### src/rtl/sum_pkg.sv
// Shared definitions for the adder stage and its window accumulator.
package sum_pkg;

    localparam int SUM_W = 9;

    typedef enum logic {
        ACCUM = 1'b0,
        HOLD  = 1'b1
    } state_t;

    // The upstream odd flag must agree with the LSB of the sum it accompanies.
    function automatic logic parity_mismatch(input logic is_odd, input logic sum_lsb);
        return is_odd ^ sum_lsb;
    endfunction

endpackage

### src/rtl/sum_window_accum.sv
// Accumulates adder sums over fixed windows and hands each window's totals
// downstream over a valid/ready handshake; flags odd-flag/sum disagreement.
module sum_window_accum #(
    parameter int SUM_W  = sum_pkg::SUM_W,
    parameter int WINDOW = 4,
    parameter int ACC_W  = SUM_W + $clog2(WINDOW),
    parameter int CNT_W  = $clog2(WINDOW) + 1
) (
    input  logic             clk,
    input  logic             reset_i,
    input  logic             valid_i,
    input  logic [SUM_W-1:0] sum_i,
    input  logic             is_odd_i,
    output logic             ready_o,
    input  logic             flush_i,
    output logic             valid_o,
    input  logic             ready_i,
    output logic [ACC_W-1:0] total_o,
    output logic [CNT_W-1:0] odd_count_o,
    output logic [CNT_W-1:0] samples_o,
    output logic             err_o
);
    import sum_pkg::*;

    state_t             state_r;
    logic [ACC_W-1:0]   acc_r;
    logic [CNT_W-1:0]   odd_r;
    logic [CNT_W-1:0]   cnt_r;

    logic               accept_s;
    logic               close_s;
    logic [ACC_W-1:0]   acc_upd_s;
    logic [CNT_W-1:0]   odd_upd_s;
    logic [CNT_W-1:0]   cnt_upd_s;

    // Handshake outputs come straight from the registered state.
    assign ready_o = (state_r == ACCUM);
    assign valid_o = (state_r == HOLD);

    // Post-accept running values and the window close decision.
    always_comb begin
        accept_s  = valid_i && (state_r == ACCUM);
        acc_upd_s = acc_r;
        odd_upd_s = odd_r;
        cnt_upd_s = cnt_r;
        close_s   = 1'b0;
        if (accept_s) begin
            acc_upd_s = acc_r + ACC_W'(sum_i);
            odd_upd_s = odd_r + CNT_W'(is_odd_i);
            cnt_upd_s = cnt_r + CNT_W'(1'b1);
        end else begin
            acc_upd_s = acc_r;
            odd_upd_s = odd_r;
            cnt_upd_s = cnt_r;
        end
        // A flush with nothing accepted so far and nothing arriving is a no-op.
        if (state_r == ACCUM) begin
            close_s = (accept_s && (cnt_r == CNT_W'(WINDOW - 1)))
                   || (flush_i && ((cnt_r != {CNT_W{1'b0}}) || accept_s));
        end else begin
            close_s = 1'b0;
        end
    end

    // Window FSM, accumulators, result registers and sticky error flag.
    always_ff @(posedge clk) begin
        if (reset_i) begin
            state_r     <= ACCUM;
            acc_r       <= {ACC_W{1'b0}};
            odd_r       <= {CNT_W{1'b0}};
            cnt_r       <= {CNT_W{1'b0}};
            total_o     <= {ACC_W{1'b0}};
            odd_count_o <= {CNT_W{1'b0}};
            samples_o   <= {CNT_W{1'b0}};
            err_o       <= 1'b0;
        end else begin
            case (state_r)
                ACCUM: begin
                    acc_r <= acc_upd_s;
                    odd_r <= odd_upd_s;
                    cnt_r <= cnt_upd_s;
                    if (accept_s && parity_mismatch(is_odd_i, sum_i[0])) begin
                        err_o <= 1'b1;
                    end
                    if (close_s) begin
                        total_o     <= acc_upd_s;
                        odd_count_o <= odd_upd_s;
                        samples_o   <= cnt_upd_s;
                        state_r     <= HOLD;
                    end
                end
                HOLD: begin
                    if (ready_i) begin
                        acc_r   <= {ACC_W{1'b0}};
                        odd_r   <= {CNT_W{1'b0}};
                        cnt_r   <= {CNT_W{1'b0}};
                        state_r <= ACCUM;
                    end
                end
                default: begin
                    state_r <= ACCUM;
                end
            endcase
        end
    end

endmodule

### config.mk
export PLATFORM = sky130hd
export DESIGN_NAME = sum_window_accum
export DESIGN_NICKNAME = d
export VERILOG_FILES = /design/src/rtl/sum_pkg.sv /design/src/rtl/sum_window_accum.sv
export SDC_FILE = /design/constraint.sdc
export NUM_CORES = 1
export LEC_CHECK = 0
export CAP_MARGIN = 20
export CORE_MARGIN = 2
export CORE_UTILIZATION = 35
export DETAILED_ROUTE_END_ITERATION = 10
export SETUP_SLACK_MARGIN = 0.1
export SLEW_MARGIN = 10
export SYNTH_ARGS = -nofsm -noshare
export SYNTH_HDL_FRONTEND = slang
export SYNTH_SLANG_ARGS = --single-unit
### constraint.sdc
create_clock -name clk -period 2.1 [get_ports clk]
set_input_delay 0.525 -clock clk [delete_from_list [all_inputs] [get_ports clk]]
set_output_delay 0.525 -clock clk [all_outputs]
set_load 0.02 [all_outputs]
======== Word-level counts from Yosys, hierarchy flattened ========
Cells that the tools add are included.
storage, ports and cells
  register bits ........................... 36
  output and inout bits ................... 20
operators by class
  add/sub/neg operators ................... 3
  equal/unequal tests ..................... 2
  reduce and logical (&&, ||, !) cells .... 9
  bitwise logic cells ..................... 2
  muxes and demuxes ....................... 12
operators by type and width
  cell                 number
  $mux 11              2
  $pmux 11 s2          1
  $pmux 3 s2           2
  $add 11x9->11        1
  $mux 3               3
  $logic_and 1x1->1    4
  $reduce_and 2->1     2
  $add 3x1->3          1
  $add 3x1->3 const B  1
  $eq 3x2->1 const B   1
  $mux 1               3
  $reduce_bool 3->1    1
  $logic_or 1x1->1     2
  $ne 2x2->1 const B   1
  $pmux 1 s2           1
  $not 1->1            1
  $xor 1x1->1          1

======== Depth between registers and ports, before layout ========
Gate-level depths: netlist of the first run.
  word-level depth ........................ 8
  mapped depth ............................ 8
  mapped depth without buffers ............ 7

======== Least setup slack after synthesis of the first run ========
OpenSTA, ideal clock, no wires.
  path kind ............................... input to register
  start ................................... input port sum_i[0]
  end ..................................... register acc_r[10]
  library setup time ...................... 0.070 ns
  slack ................................... -0.046 ns
  buffers on the path ..................... 0
  cell stages on the path ................. 7
  arrival ................................. 2.076 ns
  path through ............................ ha_1 fa_1 a21o_2 nand4_1 a21oi_1 or3_1 a21oi_1
between the ends
  word-level cells in the longest chain between the ends .. 3
RTL lines
  what                    line                    text
  start: declaration      sum_window_accum.sv:12  input logic [SUM_W-1:0] sum_i,
  $add 11x9->11           sum_window_accum.sv:48  acc_upd_s = acc_r + ACC_W'(sum_i);
  $mux 11                 sum_window_accum.sv:47  if (accept_s) begin
  $pmux 11 s2             sum_window_accum.sv:77  case (state_r)
  end signal: assignment  sum_window_accum.sv:69  acc_r <= {ACC_W{1'b0}};
  end signal: assignment  sum_window_accum.sv:79  acc_r <= acc_upd_s;
  end signal: assignment  sum_window_accum.sv:94  acc_r <= {ACC_W{1'b0}};
  end: declaration        sum_window_accum.sv:26  logic [ACC_W-1:0] acc_r;
Every way passes these cells.
A chain may end at the register's enable or synchronous reset.

======== Worst setup path after layout of the first run ========
  start ................................... input port sum_i[1]
  end ..................................... register acc_r[10]
Same word-level chain as after synthesis.

==> results of run 1 <==
per-layer routing:
layer | track usage | vias up | part of all wire
li1 | - | 1005 | -
met1 | 0.238 | 939 | 0.51
met2 | 0.287 | 30 | 0.45
met3 | 0.0398 | 6 | 0.032
met4 | 0.0414 | 0 | 0.0099
met5 | 0 | - | 0
cells in the mapped netlist (all sizes together):
library cell  count
o211a             1
or3               2
a31oi             1
nand2b            1
xnor2             1
nand2            34
fa                1
o21ai             8
ha               14
or4               3
and4b             1
o21bai            3
nor2b             2
nor3              2
nand3b            2
a2111oi           1
a21bo             1
o31ai             1
nor2             27
a311oi            8
inv               8
nand4b            1
nand4             3
buf               8
and3              4
a21o              6
nand3             5
xor2              4
a211oi           11
clkbuf            6
a21oi            35
nor4              2
dfxtp            36
registers in the layout, summed over array words and instances, names as in the netlist:
name and flops:
valid_o 1, odd_r 3, cnt_r 3, odd_count_o 3, samples_o 3, acc_r 11
err_o 1, total_o 11
area by class of cell:
class	instances	area [sq um]	share of cell area
Clock inverter	2	35.0	0.0118
Clock buffer	6	72.6	0.0245
Multi-Input combinational cell	185	1370	0.461
Sequential cell	36	723	0.244
Timing Repair Buffer	75	646	0.218
Inverter	8	30.0	0.0101
Tap cell	72	90.1	0.0304
cell families (layout without fill, tap and decap cells):
kind of cell,Yosys count,count (layout)
and+or+nand+nor,89,89
AOI/OAI and AO/OA,76,76
DFF,36,36
buffers and inverters,22,91
adders and majority gates,15,15
xor gates and xnor gates,5,5
placed cells by master (no fill, tap or decap), types with 2 or more instances in the layout:
cell type and count:
a211oi_1 6, a211oi_2 4, a21o_1 4, a21o_2 2, a21oi_1 30, a21oi_2 3
a21oi_4 2, a311oi_1 7, and3_1 2, and3_4 2, buf_2 2, buf_4 41
clkbuf_8 5, clkdlybuf4s50_1 25, dfxtp_1 34, dfxtp_2 2, dlymetal6s2s_1 5, ha_1 5
ha_4 9, inv_1 8, nand2_1 34, nand3_1 3, nand3_2 2, nand3b_1 2
nand4_1 3, nor2_1 27, nor2b_2 2, o21ai_0 7, o21bai_1 3, or3_1 2
or4_1 3, xor2_1 4
stage by stage:
stage           util  hold slack, ps  setup WS, ps  cell area (sq um)  TNS, ps
4_1_cts        0.517             460           100               2830        0
3_5_place_dp   0.479             449          -512               2620    -6680
2_1_floorplan      -             449           112               1990        0
5_1_grt        0.542             501          89.4               2960        0
6_report       0.542             457           151               2960        0
3_3_place_gp   0.479             450          -480               2620    -6330
power by group through the flow:
stage / sequential (W) / clock [W] / combinational [W]
after floorplan: 0.000859 / 0 / 0.000355
after global placement: 0.000818 / 0 / 0.000679
after detailed placement: 0.000820 / 0 / 0.000680
after CTS: 0.000810 / 0.000623 / 0.000732
after global routing: 0.000824 / 0.000655 / 0.000862
final: 0.000815 / 0.000604 / 0.000783
worst max-delay path: stages:
cell and delay (ps):
buf_2 130, buf_4 140, fa_2 380, a21o_2 230, nand4_1 110, a21oi_2 100
buf_4 140, or3_1 300, a21oi_1 120
final timing paths:
kind / start / end / slack (ps) / cells past startpoint
worst min-delay path: total_o[2] / total_o[2] / 460 / 2
worst min register to register: total_o[2] / total_o[2] / 460 / 2
worst max-delay path: sum_i[1] / acc_r[10] / 150 / 9
worst max register to register: acc_r[0] / acc_r[10] / 200 / 8
what timing repair did:
item | in CTS | in global routing
gates resized for setup | 22 | 26
pin swaps | 14 | 17
setup buffers | 3 | 3
endpoints found under the hold margin | 0 | 0
setup endpoints to repair | 15 | 14
==> results.tsv, run 1 <==
stage	metric	value	unit
timing	Final period util	0.928	
critical_path	Setup crit end kind	register	
power_and_ir_drop	PD cells	743	nW/um^2
die	die width	79.1	um
global_routing	All-Layer GR Usage	0.176	
synthesis	simple-gate area share of the yosys netlist	0.211	
routing	vias post-DR	1980	
routing	wire per inst	13.6	um
critical_path	Max FO, Critical Path	3	
placed_design	placed insts	370	
routing	DRC	0	
critical_path	worst path arrival time	2170	ps
placed_design	Detailed Place HPWL	3.70	mm
power_and_ir_drop	Net Sw Frac	0.320	
timing	Setup-failing EPs final	0	
global_routing	vias in the first global route	1942	
die	Total Die Area	6250	sq um
power_and_ir_drop	Static Leak	1.22	nW
synthesis	Yosys reg bits	36	
synthesis	largest family of logic cells by synthesized area	compound AO/OA/AOI/OAI gates	
power_and_ir_drop	Comb power frac	0.356	
timing	RSZ-0062 raised after global routing	false	
finish	share of post-route cells with drive strength above 1	0.279	
die	Core ar.	5470	sq um
synthesis	syn avg cell area	8.12	sq um
outcome	outcome	finished clean	
cts	Sink Count	36	
routing	drt pass-1 iters	4	
power_and_ir_drop	total power	0.00220	W
routing	final wirelength	5.23	mm
power_and_ir_drop	Power Internal	0.00150	W
global_routing	GR Overflow Total	0	
critical_path	critical path type	in -> reg	
power_and_ir_drop	Peak VDD IR	0.362	mV
global_routing	initial antenna violation count	0	
synthesis	Synth Area in Adders	0.0989	
cts	CTS H-tree depth	2	
finish	Synth-to-Final Area Change	50.2	%
timing	Slew @ Worst Pin	385	ps
synthesis	yosys warns	0	
global_routing	largest net degree at the start of global routing	21	
cts	clock buffer count from CTS	5	
die	Initial Util	0.361	
power_and_ir_drop	power share of the clock group	0.274	
synthesis	share of the synthesized area in the top cell type	0.365	
critical_path	Worst EP required	2320	ps
global_routing	first-pass GRT wire length	8.84	mm
synthesis	top cells by area, synth	dfxtp_1 37%, ha_1 8.9%, a21oi_1 8.4%	
critical_path	CP Launch Type	input pin	
timing	fin crit period	1950	ps
routing	vias per cell	5.16	
synthesis	cell count after synthesis	243	
synthesis	Seq/Total Area, Yosys	0.365	
finish	post-route insts no fill	384	
die	FP Rows	27	
cts	# hold bufs at CTS	0	
routing	post-route ant nets	0	
cts	Root Driver	clkbuf_8	
timing	max frequency	513	MHz
timing	Hold Fails Final Rpt	0	
synthesis	Synth Area in XOR/XNOR	0.0222	
routing	Iter 0 DRT Violations	48	
placed_design	Port-buffer cells	34	
synthesis	Mapped Area	1970	sq um
cts	Longest Clk Path Bufs	2	
job	MaxCap Viol Count	0	
placed_design	GPL Wtd Cong	0.830	
finish	filler instances	519	
cts	CTS tree	yes	
finish	nets@finish	341	
synthesis	Synth Net Count	273	
cts	Worst-path clk slew	70	ps
die	# IOs	35	
finish	ant diodes	0	
cts	later-pin clock latency in the skew report	290	ps
synthesis	mux cell area share after synthesis	0	
min_path	min-delay worst type	reg -> reg	
die	die height	79.1	um
timing	clk_skew	6.91	ps
timing	Slew Viols, Final	0	
power_and_ir_drop	sw power	0.000704	W
synthesis	dominant cell type by area after synthesis	dfxtp_1	
synthesis	post-synthesis cell type count	39	
synthesis	Synth Area in Compound Gates	0.255	
power_and_ir_drop	Seq pwr share	0.370	
timing	Rel. slew slack	0.741	
Note: power is estimated with default switching activity, not from simulation.
==> run 2, diff against run 1 <==
Clock period 2.1 ns to 1.7 ns, I/O delays scaled along.
==> run 2 against run 1 <==
The flow now finishes with violations (negative setup slack). Routed wire length is 4.7% higher. Clock-buffer cell count unchanged. Worst setup slack got worse by 280 ps. Via count up 1.1%. First-iteration DRC count rose to 2.7 times the previous value. Largest cell class unchanged.
==> results.tsv, run 2 (synthesis results as in run 1) <==
stage	metric	value	unit
outcome	outcome	finished, violations left	
die	die height	79.1	um
finish	commonest cells after routing, fill and taps aside	45 x buf_4, 34 x nand2_1, 28 x dfxtp_1, 26 x a21oi_1	
global_routing	GR Overflow Total	0	
placed_design	placed insts	376	
routing	final wirelength	5.48	mm
timing	setup ws final	-130	ps
timing	clk_skew	6.74	ps
routing	Iter 0 DRT Violations	128	
finish	final core occ	0.575	
critical_path	CP Launch Type	register	
timing	fin crit period	1830	ps
cts	later-pin clock latency in the skew report	290	ps
die	Total Die Area	6250	sq um
critical_path	Max FO, Critical Path	4	
critical_path	CP max-delay cell	dfxtp_2	
timing	Slew Viols, Final	0	
critical_path	CP top delay family	compound AO/OA/AOI/OAI gates	
global_routing	routing usage on met2	0.282	
finish	ant diodes	0	
critical_path	critical path type	reg -> reg	
cts	Worst-path clk slew	80	ps
finish	Synth-to-Final Area Change	59.4	%
global_routing	first-pass GRT wire length	8.54	mm
global_routing	All-Layer GR Usage	0.173	
routing	wire per inst	14.0	um
placed_design	GPL Wtd Cong	0.819	
power_and_ir_drop	PD cells	897	nW/um^2
die	FP Rows	27	
power_and_ir_drop	Static Leak	1.32	nW
critical_path	CP bufs+invs	0	
critical_path	max incr delay on CP	340	ps
die	Initial Util	0.361	
cts	clock buffer count from CTS	5	
global_routing	vias in the first global route	1840	
cts	Longest Clk Path Bufs	2	
cts	# hold bufs at CTS	0	
cts	CTS H-tree depth	2	
finish	filler instances	513	
timing	Setup-failing EPs final	12	
critical_path	Setup crit end kind	register	
timing	Hold Fails Final Rpt	0	
global_routing	global route hottest layer	met2	
routing	vias per cell	5.11	
global_routing	largest net degree at the start of global routing	24	
die	# IOs	35	
job	MaxCap Viol Count	0	
die	Core ar.	5470	sq um
global_routing	met3 global-route usage	0.0386	
timing	RSZ-0062 raised after global routing	true	
global_routing	initial antenna violation count	0	
finish	nets@finish	349	
finish	post-route insts no fill	392	
cts	Root Driver	clkbuf_8	
routing	vias post-DR	2002	
outcome	violations in the final reports	negative setup slack	
die	die width	79.1	um
finish	commonest non-fill, non-tap cell in the layout	buf_4	
critical_path	worst path arrival time	2030	ps
routing	DRC	0	
cts	Sink Count	36	
routing	post-route ant nets	0	
routing	drt pass-1 iters	7	
cts	CTS tree	yes	
placed_design	Place WS	-824	ps
finish	share of post-route cells with drive strength above 1	0.372	
timing	setup TNS	-905	ps
finish	largest registers	acc_r: 11 flops, total_o: 11 flops	
placed_design	Port-buffer cells	34	
global_routing	GRT met1 Usage	0.232	
timing	Rel. slew slack	0.733	
min_path	min-delay worst type	reg -> reg	
critical_path	CP cell instances	ha_4, fa_2, a21o_4, nand4_1, a21bo_2, nand3_2, a311oi_2	
timing	Slew @ Worst Pin	397	ps
timing	max frequency	546	MHz
power_and_ir_drop	Peak VDD IR	0.464	mV
placed_design	Detailed Place HPWL	3.75	mm
critical_path	Worst EP required	1900	ps
timing	Final period util	1.08	
-- run 2: path summary, 6_finish.rpt --
path,from,end,slack [ps],cells past startpoint
worst min register to register,samples_o[2],samples_o[2],460,2
worst max register to register,acc_r[0],acc_r[8],-130,7
worst min-delay path,samples_o[2],samples_o[2],460,2
worst max-delay path,acc_r[0],acc_r[8],-130,7
-- run 2: layout make-up --
class	instances	area (sq um)	area share
inverter	8	30.0	0.00955
sequential	36	736	0.234
tap	72	90.1	0.0287
multi-input combinational	185	1510	0.480
clock buffer	6	72.6	0.0231
timing repair buffer	83	673	0.214
clock inverter	2	35.0	0.0111
-- run 2: report_power, final --
part / total (W) / switching, W / internal [W]
clock network: 0.000753 / 0.000317 / 0.000436
logic: 0.00106 / 0.000542 / 0.000520
registers: 0.00101 / 0.0000725 / 0.000934
-- run 2: metal layers --
metal  vias to the layer above  share of wire
met1                       940           0.48
li1                       1022              -
met2                        35           0.47
met5                         -              0
met4                         0          0.011
met3                         5          0.035
-- run 2: repair_timing --
action / 4_1_cts / 5_1_grt
resized for setup: 61 / 33
endpoints found under the hold margin: 0 / 0
pin swaps: 17 / 14
setup endpoints to repair: 53 / 23
buffers inserted: 2 / 4
cloned: 0 / 2
-- run 2: through the flow --
stage | hold WS, ps | power (W) | instance area (sq um)
finish | 462 | 0.00282 | 3140
global placement | 442 | 0.00196 | 2800
global route | 484 | 0.00299 | 3140
floorplan | 453 | 0.00158 | 2140
CTS | 461 | 0.00275 | 2980
detailed placement | 453 | 0.00197 | 2800
-- run 2: worst min-delay path, cell delays in order (launching register included) --
cell and delay (ps):
dfxtp_1 310, nand2_1 50, a21oi_1 50
==> run 3, diff against run 2 <==
Settings changed: TNS_END_PERCENT from default to 1.
==> run 3 against run 2 <==
The run still ends with negative setup slack left. Register-to-register slack is essentially flat. Worst setup slack lost 5.9 ps. Core utilization shrank 1.9 points. Global-route usage grew 1.0 points. Sequential share of layout area grew 0.46 points. Routed wire length shrank 0.16%. Combinational power shrank 6%. Final area shrank 3.3%. Clock skew grew 3.1 ps. Sequential power is essentially flat. First-iteration DRC count shrank 41%. Clock power grew 2%. Critical endpoint is now total_o[5]. Largest power group is now registers.
==> results.tsv, run 3 (synthesis results as in run 1) <==
stage	metric	value	unit
routing	final wirelength	5.47	mm
power_and_ir_drop	Static Leak	1.34	nW
critical_path	CP max-delay cell	or4_4	
routing	Iter 0 DRT Violations	76	
finish	Design Area, Final	3040	sq um
timing	fin crit period	1840	ps
timing	Slew @ Worst Pin	318	ps
finish	ant diodes	0	
routing	post-route ant nets	0	
finish	nets@finish	352	
critical_path	Max FO, Critical Path	3	
timing	Slew Viols, Final	0	
power_and_ir_drop	Seq pwr share	0.363	
finish	Synth-to-Final Area Change	54.2	%
job	MaxCap Viol Count	0	
timing	clk_skew	9.88	ps
critical_path	Setup crit end kind	register	
placed_design	GPL Wtd Cong	0.833	
placed_design	Detailed Place HPWL	3.88	mm
finish	share of post-route cells with drive strength above 1	0.313	
routing	wire per inst	13.9	um
routing	vias post-DR	1982	
outcome	violations in the final reports	negative setup slack	
finish	multi-input logic area	1360	sq um
timing	RSZ-0062 raised after global routing	true	
global_routing	first-pass GRT wire length	8.95	mm
die	die width	79.1	um
critical_path	CP cell instances	ha_4, buf_6, a211oi_4, o21bai_2, or4_4, and3_4, a211oi_2	
die	Core ar.	5470	sq um
cts	Sink Count	36	
global_routing	vias in the first global route	1932	
finish	final core occ	0.556	
power_and_ir_drop	sw power	0.000905	W
power_and_ir_drop	Net Sw Frac	0.328	
global_routing	initial antenna violation count	0	
global_routing	All-Layer GR Usage	0.183	
min_path	min-delay worst type	reg -> reg	
critical_path	CP Launch Type	register	
cts	CTS tree	yes	
finish	commonest non-fill, non-tap cell in the layout	buf_4	
critical_path	CP bufs+invs	1	
placed_design	dpl cell area	2740	sq um
timing	setup TNS	-723	ps
timing	setup ws final	-136	ps
critical_path	RR Startpoint	acc_r[0]	
timing	Hold Fails Final Rpt	0	
die	# IOs	35	
routing	drt pass-1 iters	5	
finish	largest registers	acc_r: 11 flops, total_o: 11 flops	
critical_path	critical path type	reg -> reg	
critical_path	R2R Setup Slk	-140	ps
routing	DRC	0	
timing	Rel. slew slack	0.788	
power_and_ir_drop	power share of the clock group	0.278	
power_and_ir_drop	Comb power frac	0.360	
cts	later-pin clock latency in the skew report	300	ps
routing	vias per cell	5.02	
cts	Worst-path clk slew	80	ps
timing	final hold slack	455	ps
global_routing	largest net degree at the start of global routing	27	
cts	Longest Clk Path Bufs	2	
die	FP Rows	27	
critical_path	CP top delay family	simple AND/OR/NAND/NOR gates	
cts	clock buffer count from CTS	5	
placed_design	Port-buffer cells	34	
min_path	hold path startpoint	samples_o[2]	
timing	Final period util	1.08	
die	Total Die Area	6250	sq um
critical_path	Crit. Startpoint	acc_r[0]	
power_and_ir_drop	PD cells	907	nW/um^2
die	Initial Util	0.361	
outcome	outcome	finished, violations left	
finish	Reg area	726	sq um
finish	commonest cells after routing, fill and taps aside	47 x buf_4, 34 x nand2_1, 32 x dfxtp_1, 27 x nor2_1, 27 x a21oi_1	
power_and_ir_drop	Peak VDD IR	0.850	mV
critical_path	worst path arrival time	2060	ps
critical_path	Worst EP required	1920	ps
timing	Setup-failing EPs final	11	
finish	filler instances	525	
die	die height	79.1	um
global_routing	GR Overflow Total	0	
cts	CTS H-tree depth	2	
critical_path	max incr delay on CP	430	ps
cts	Root Driver	clkbuf_8	
power_and_ir_drop	Power Internal	0.00185	W
timing	max frequency	545	MHz
## run 3: worst register-to-register path, delay by kind of cell (launching register included)
kind	cells	cell delay [ps]
fa+ha+maj	1	160
simple gates	2	630
flops	1	340
buf+inv	1	120
compound gates	3	540
## run 3: timing repair
action | in CTS | in global routing
hold buffers | 0 | 0
pin swaps | 18 | 13
setup endpoints to repair | 50 | 30
gates resized for setup | 60 | 13
setup buffers | 5 | 0
## run 3: power groups by stage
stage | logic, W | registers (W) | clock network [W]
floorplan | 0.000440 | 0.00106 | 0
global placement | 0.000899 | 0.00101 | 0
detailed placement | 0.000905 | 0.00101 | 0
CTS | 0.000957 | 0.00100 | 0.000778
global route | 0.00108 | 0.00101 | 0.000827
finish | 0.000993 | 0.00100 | 0.000766
## run 3: stage by stage
stage | worst slack (ps) | total power (W) | std cells
floorplan | -148 | 0.00150 | 243
finish | -136 | 0.00276 | 395
detailed placement | -790 | 0.00191 | 382
CTS | -175 | 0.00274 | 395
global route | -201 | 0.00292 | 395
global placement | -768 | 0.00191 | 382
## run 3: layer usage
layer / global-route usage / wire length, um / vias to the layer above
li1: - / - / 1026
met1: 0.230 / 2580 / 918
met2: 0.310 / 2600 / 34
met3: 0.0375 / 229 / 4
met4: 0.0672 / 59 / 0
met5: 0 / 0 / -
## run 3: final timing paths
kind,to,depth (start not counted)
worst max register to register,total_o[5],7
worst min register to register,samples_o[2],2
worst max-delay path,total_o[5],7
worst min-delay path,samples_o[2],2
## run 3: final cells by class
class                   count  share of cell area
clock buffers               5              0.0226
clock inverters             3              0.0140
inverters                   8             0.00987
multi-input cells         185               0.446
flip-flops and latches     36               0.239
well taps                  72              0.0296
repair buffers             86               0.239
==> edit 1: new RTL, config.mk and constraints of run 1 <==
Register the output `odd_count_o` once more; this adds one clock of latency there. The other outputs are not delayed to match.
--- a/src/rtl/sum_window_accum.sv
+++ b/src/rtl/sum_window_accum.sv
@@ -23,2 +23,4 @@
     import sum_pkg::*;
+
+    logic [CNT_W-1:0] odd_count_s0;
 
@@ -72,3 +74,3 @@
             total_o     <= {ACC_W{1'b0}};
-            odd_count_o <= {CNT_W{1'b0}};
+            odd_count_s0 <= {CNT_W{1'b0}};
             samples_o   <= {CNT_W{1'b0}};
@@ -86,3 +88,3 @@
                         total_o     <= acc_upd_s;
-                        odd_count_o <= odd_upd_s;
+                        odd_count_s0 <= odd_upd_s;
                         samples_o   <= cnt_upd_s;
@@ -106,2 +108,6 @@
 
+    always_ff @(posedge clk) begin
+        odd_count_o <= odd_count_s0;
+    end
+
 endmodule
Behaviour: not the same (Yosys sat finds a counterexample within 4 cycles, from zero or initial values and one cycle with reset_i high).
==> edit 1 against run 1 <==
  * Sequential share of layout area increased by 2.5 points
  * Sequential cell count increased by 3
  * Largest power group unchanged
  * Non-clock buffer count decreased by 6
  * Worst setup slack got worse by 59 ps
  * Clock skew increased by 1.2 ps
  * Design area decreased by 1.9%
  * Via count decreased by 4.2%
  * Synthesized area increased by 0.57%
  * Power increased by 6.1%
  * Wire length decreased by 2.0%
==> edit 1: results (changes against run 1) <==
Hold Crit Endpoint=odd_count_o[2] (was total_o[2]); post-CTS resize count=32 (was 22); Inverters=6 (was 8); crit-path max FO=3 (unchanged); period utilisation layout=95.6% (was 92.8%); Reg area=783 µm² (was 723 µm²); Worst slew margin=78.3% (was 74.1%); setup bufs post-CTS=3 (unchanged); GR Util met3=3.64% (was 3.98%); grt met2 use=29.2% (was 28.7%); Clock Tree Buf Depth=2 (unchanged); worst reg2reg setup slack=110 ps (was 200 ps); pre-CTS WS=-646 ps (was -512 ps); hold_ws=353 ps (was 457 ps); Synth area leaders=dfxtp_1 39%, ha_1 8.8%, a21oi_1 7.3%, nand2_1 6.8%, nor2_1 5.9% (was dfxtp_1 37%, ha_1 8.9%, a21oi_1 8.4%, nand2_1 6.5%, nor2_1 5.1%); largest registers=acc_r: 11 flops, total_o: 11 flops (unchanged); global-route usage over all layers=17.1% (was 17.6%); clock skew=8.06 ps (was 6.91 ps); Arrival @ worst endpoint=2230 ps (was 2170 ps); nonclk buf count=69 (was 75); Worst setup startpoint=sum_i[0] (was sum_i[1]); Wirelength per Cell=13.7 µm (was 13.6 µm); largest net degree at the start of global routing=37 (was 21); Crit path largest cell delay=340 ps (was 380 ps); Post-DP HPWL=3500 µm (was 3700 µm); clk tree area frac=4.56% (was 3.63%); total number of vias=1,897 (was 1,980); status=finished, final reports clean (unchanged); mux cell area share after synthesis=2.59% (was 0%); Met2 Routed Length=2460 µm (was 2360 µm); CTS clk-pin slew, worst paths=80 ps; Yosys reg bits=39 (was 36); Post-layout nets=331 (was 341); clk_lat worst skew=290 ps (about the same); internal power=1650 µW (was 1500 µW); met1 wire length=2320 µm (was 2660 µm); Yosys cell types=41 (was 39); Layout fillers=520 (was 519); share of layout cells above drive strength 1=23.2% (was 27.9%); sequential area share after synthesis=39.3% (was 36.5%); Global Route met1 Usage=21.2% (was 23.8%); Synth Area in Adders=9.84% (was 9.89%); Non-clock buffers, area share=20.8% (was 21.8%); Cell Area, Placed=2610 µm² (was 2620 µm²); first-pass GRT wire length=8420 µm (was 8840 µm); Multi-input gate area=1270 µm² (was 1370 µm²); WHS Path Cells=0 (was 2); met3 wire length=270 µm (was 168 µm); xor-xnor portion of the synthesized cell area=2.21% (was 2.22%); vias in the first global route=1,817 (was 1,942); hold_sp=odd_count_s0[2] (was total_o[2]); static leakage=0.00117 µW (was 0.00122 µW); multi-input combinational gate total=180 (was 185); Commonest cells post-synth=39 x dfxtp_1, 36 x nand2_1, 31 x nor2_1 (was 36 x dfxtp_1, 34 x nand2_1, 33 x a21oi_1); Synthesized Nets=268 (was 273); worst vdd ir=0.377 mV (was 0.362 mV); layout clock buffer count=6 (unchanged); DR iter-0 viols=89 (was 48); compound-gate portion of the synthesized area=23.8% (was 25.5%); Placer Congestion=0.812 (was 0.830)
==> edit 1: changes by cell type after synthesis, sizes merged, moves of 4 or more <==
cell           run 1  this run
a211oi            11         5
a21oi             35        29
mux2i              0         4
nor2              27        31
==> edit 1: stage by stage <==
stage	util (%)	instances	total power (µW)
after CTS	51.9	371	2320
final	52.8	374	2330
after global placement	47.4	360	1510
after detailed placement	47.4	360	1520
after global routing	52.8	374	2460
after floorplan	-	238	1250
==> edit 1: power groups by stage <==
stage	combinational, µW	clock [µW]	sequential [µW]
4_1_cts	694	757	870
6_report	721	744	870
2_1_floorplan	335	0	918
3_5_place_dp	639	0	880
5_1_grt	790	791	880
3_3_place_gp	634	0	878
==> edit 1: logic make-up after synthesis <==
group                      Yosys count
and+or+nand+nor                     85
AOI/OAI and AO/OA                   70
DFF                                 39
buffers and inverters               19
adders and majority gates           15
xor gates and xnor gates             5
muxes                                5
==> edit 2: new RTL, settings of run 1 <==
Made on the original files. The parameter `WINDOW` goes from 4 to 2.
--- a/src/rtl/sum_window_accum.sv
+++ b/src/rtl/sum_window_accum.sv
@@ -4,3 +4,3 @@
     parameter int SUM_W  = sum_pkg::SUM_W,
-    parameter int WINDOW = 4,
+    parameter int WINDOW = 2,
     parameter int ACC_W  = SUM_W + $clog2(WINDOW),
Interface: changed (resized odd_count_o, samples_o and total_o); port bits go from 35 to 32. The function was not compared with the original's and may differ.
==> edit 2 against run 1 <==
  * Sequential power decreased by 15%
  * Combinational power decreased by 16%
  * Wire length decreased by 23%
  * Worst setup slack improved by 28 ps
  * Power decreased by 17%
  * Design area decreased by 20%
  * Cell count decreased by 20%
  * Synthesized area decreased by 20%
  * Non-clock buffer count decreased by 15
  * Sequential cell count decreased by 6
  * Worst hold slack improved by 14 ps
  * Core utilization increased by 0.38 points
  * Register-to-register slack improved by 150 ps
==> edit 2: results (changes against run 1) <==
first-pass GRT wire length=6570 µm (was 8840 µm); drt total wl=4010 µm (was 5230 µm); vias in the first global route=1,469 (was 1,942); worst vdd ir=0.407 mV (was 0.362 mV); Yosys cell types=34 (was 39); Layout fillers=405 (was 519); static leakage=0.000925 µW (was 0.00122 µW); Post-DP HPWL=2770 µm (was 3700 µm); sequential area share after synthesis=37.8% (was 36.5%); RR Startpoint=acc_r[3] (was acc_r[0]); hold_sp=cnt_r[1] (was total_o[2]); Crit path largest cell delay=450 ps (was 380 ps); crit-path max FO=4 (was 3); Hold Crit Endpoint=cnt_r[1] (was total_o[2]); largest net degree at the start of global routing=31 (was 21); Reg2Reg Depth=7 (was 8); DR iter-0 viols=75 (was 48); Least-Margin Pin Slew=341 ps (was 385 ps); share of layout cells above drive strength 1=23.6% (was 27.9%); CP max stage cell=clkdlybuf4s50_1 (was fa_2); vias per cell=5.09 (was 5.16); pre-CTS WS=-456 ps (was -512 ps); worst reg2reg setup slack=350 ps (was 200 ps); Port Buffers=31 (was 34); Placer Congestion=0.775 (was 0.830); Arrival @ worst endpoint=2110 ps (was 2170 ps); r2r endpoint=total_o[8] (was acc_r[10]); clock skew=6.10 ps (was 6.91 ps); Commonest cells post-synth=36 x nand2_1, 30 x dfxtp_1, 27 x a21oi_1 (was 36 x dfxtp_1, 34 x nand2_1, 33 x a21oi_1); global-route usage over all layers=16.3% (was 17.6%); status=finished, final reports clean (unchanged); hold_ws=471 ps (was 457 ps); Post-layout nets=281 (was 341)
## edit 2: cell count changes after synthesis, moves of 3 or more
cell      before  now
a211oi_1       9    4
a21oi_1       33   27
dfxtp_1       36   30
inv_1          8    5
nor2_1        27   20
or4_1          3    0
## edit 2: logic make-up after synthesis
family                   count (synthesis)  synth area share, %
AND/OR/NAND/NOR                         75                 21.1
AO/OA/AOI/OAI                           58                 23.2
flip-flops                              30                 37.8
buffers and inverters                   16                 4.26
adder cells (fa/ha/maj)                 13                 10.7
XOR/XNOR                                 4                 2.21
multiplexers                             1                0.630
## edit 2: what timing repair did
action                     in CTS  in global routing
pin swaps                       6                  8
setup endpoints to repair      11                 10
resized for setup              12                 17
cloned                          0                  0
buffers inserted                2                  1
hold endpoints to repair        0                  0
## edit 2: metal layers
layer	GRT usage [%]	vias to the layer above	share of wire (%)
li1	-	815	-
met3	4.50	5	4.5
met4	5.66	0	1.3
met5	0	-	0
met2	26.4	28	44
met1	20.9	711	50
## edit 2: worst max-delay path by stage
stage,from,end,slack [ps],cells after the start
finish,sum_i[5],total_o[6],180,7
floorplan,sum_i[0],total_o[8],130,7
CTS,sum_i[6],total_o[7],120,7
detailed placement,sum_i[0],total_o[8],-460,8
global route,valid_i,total_o[7],70,6
global placement,sum_i[0],total_o[8],-440,8
## edit 2: stage by stage
stage	instance area [µm²]	cells	power [µW]
6_report	2370	306	1840
5_1_grt	2370	306	1960
4_1_cts	2270	305	1810
3_5_place_dp	2110	295	1290
3_3_place_gp	2110	295	1290
2_1_floorplan	1590	197	1030
## edit 2: layout make-up
cell class | count | area (µm²) | share of cell area (%)
Tap cell | 52 | 65.1 | 2.74
Multi-Input combinational cell | 151 | 1070 | 45.0
Clock inverter | 1 | 5.00 | 0.211
Sequential cell | 30 | 602 | 25.3
Timing Repair Buffer | 60 | 529 | 22.3
Inverter | 5 | 18.8 | 0.790
Clock buffer | 7 | 86.3 | 3.64
## edit 2: power groups by stage
stage	Clock [µW]	Combinational [µW]	Sequential, µW
5_1_grt	530	721	705
4_1_cts	507	612	689
3_3_place_gp	0	587	698
6_report	485	658	694
2_1_floorplan	0	289	738
3_5_place_dp	0	589	699
## edit 2: worst register-to-register path, cell delays in order (launching register included)
cell      delay (ps)
dfxtp_1          420
ha_4             240
a21oi_4          200
buf_4            160
a211oi_2          70
or3_1            340
nand3_1          110
a311oi_1          90
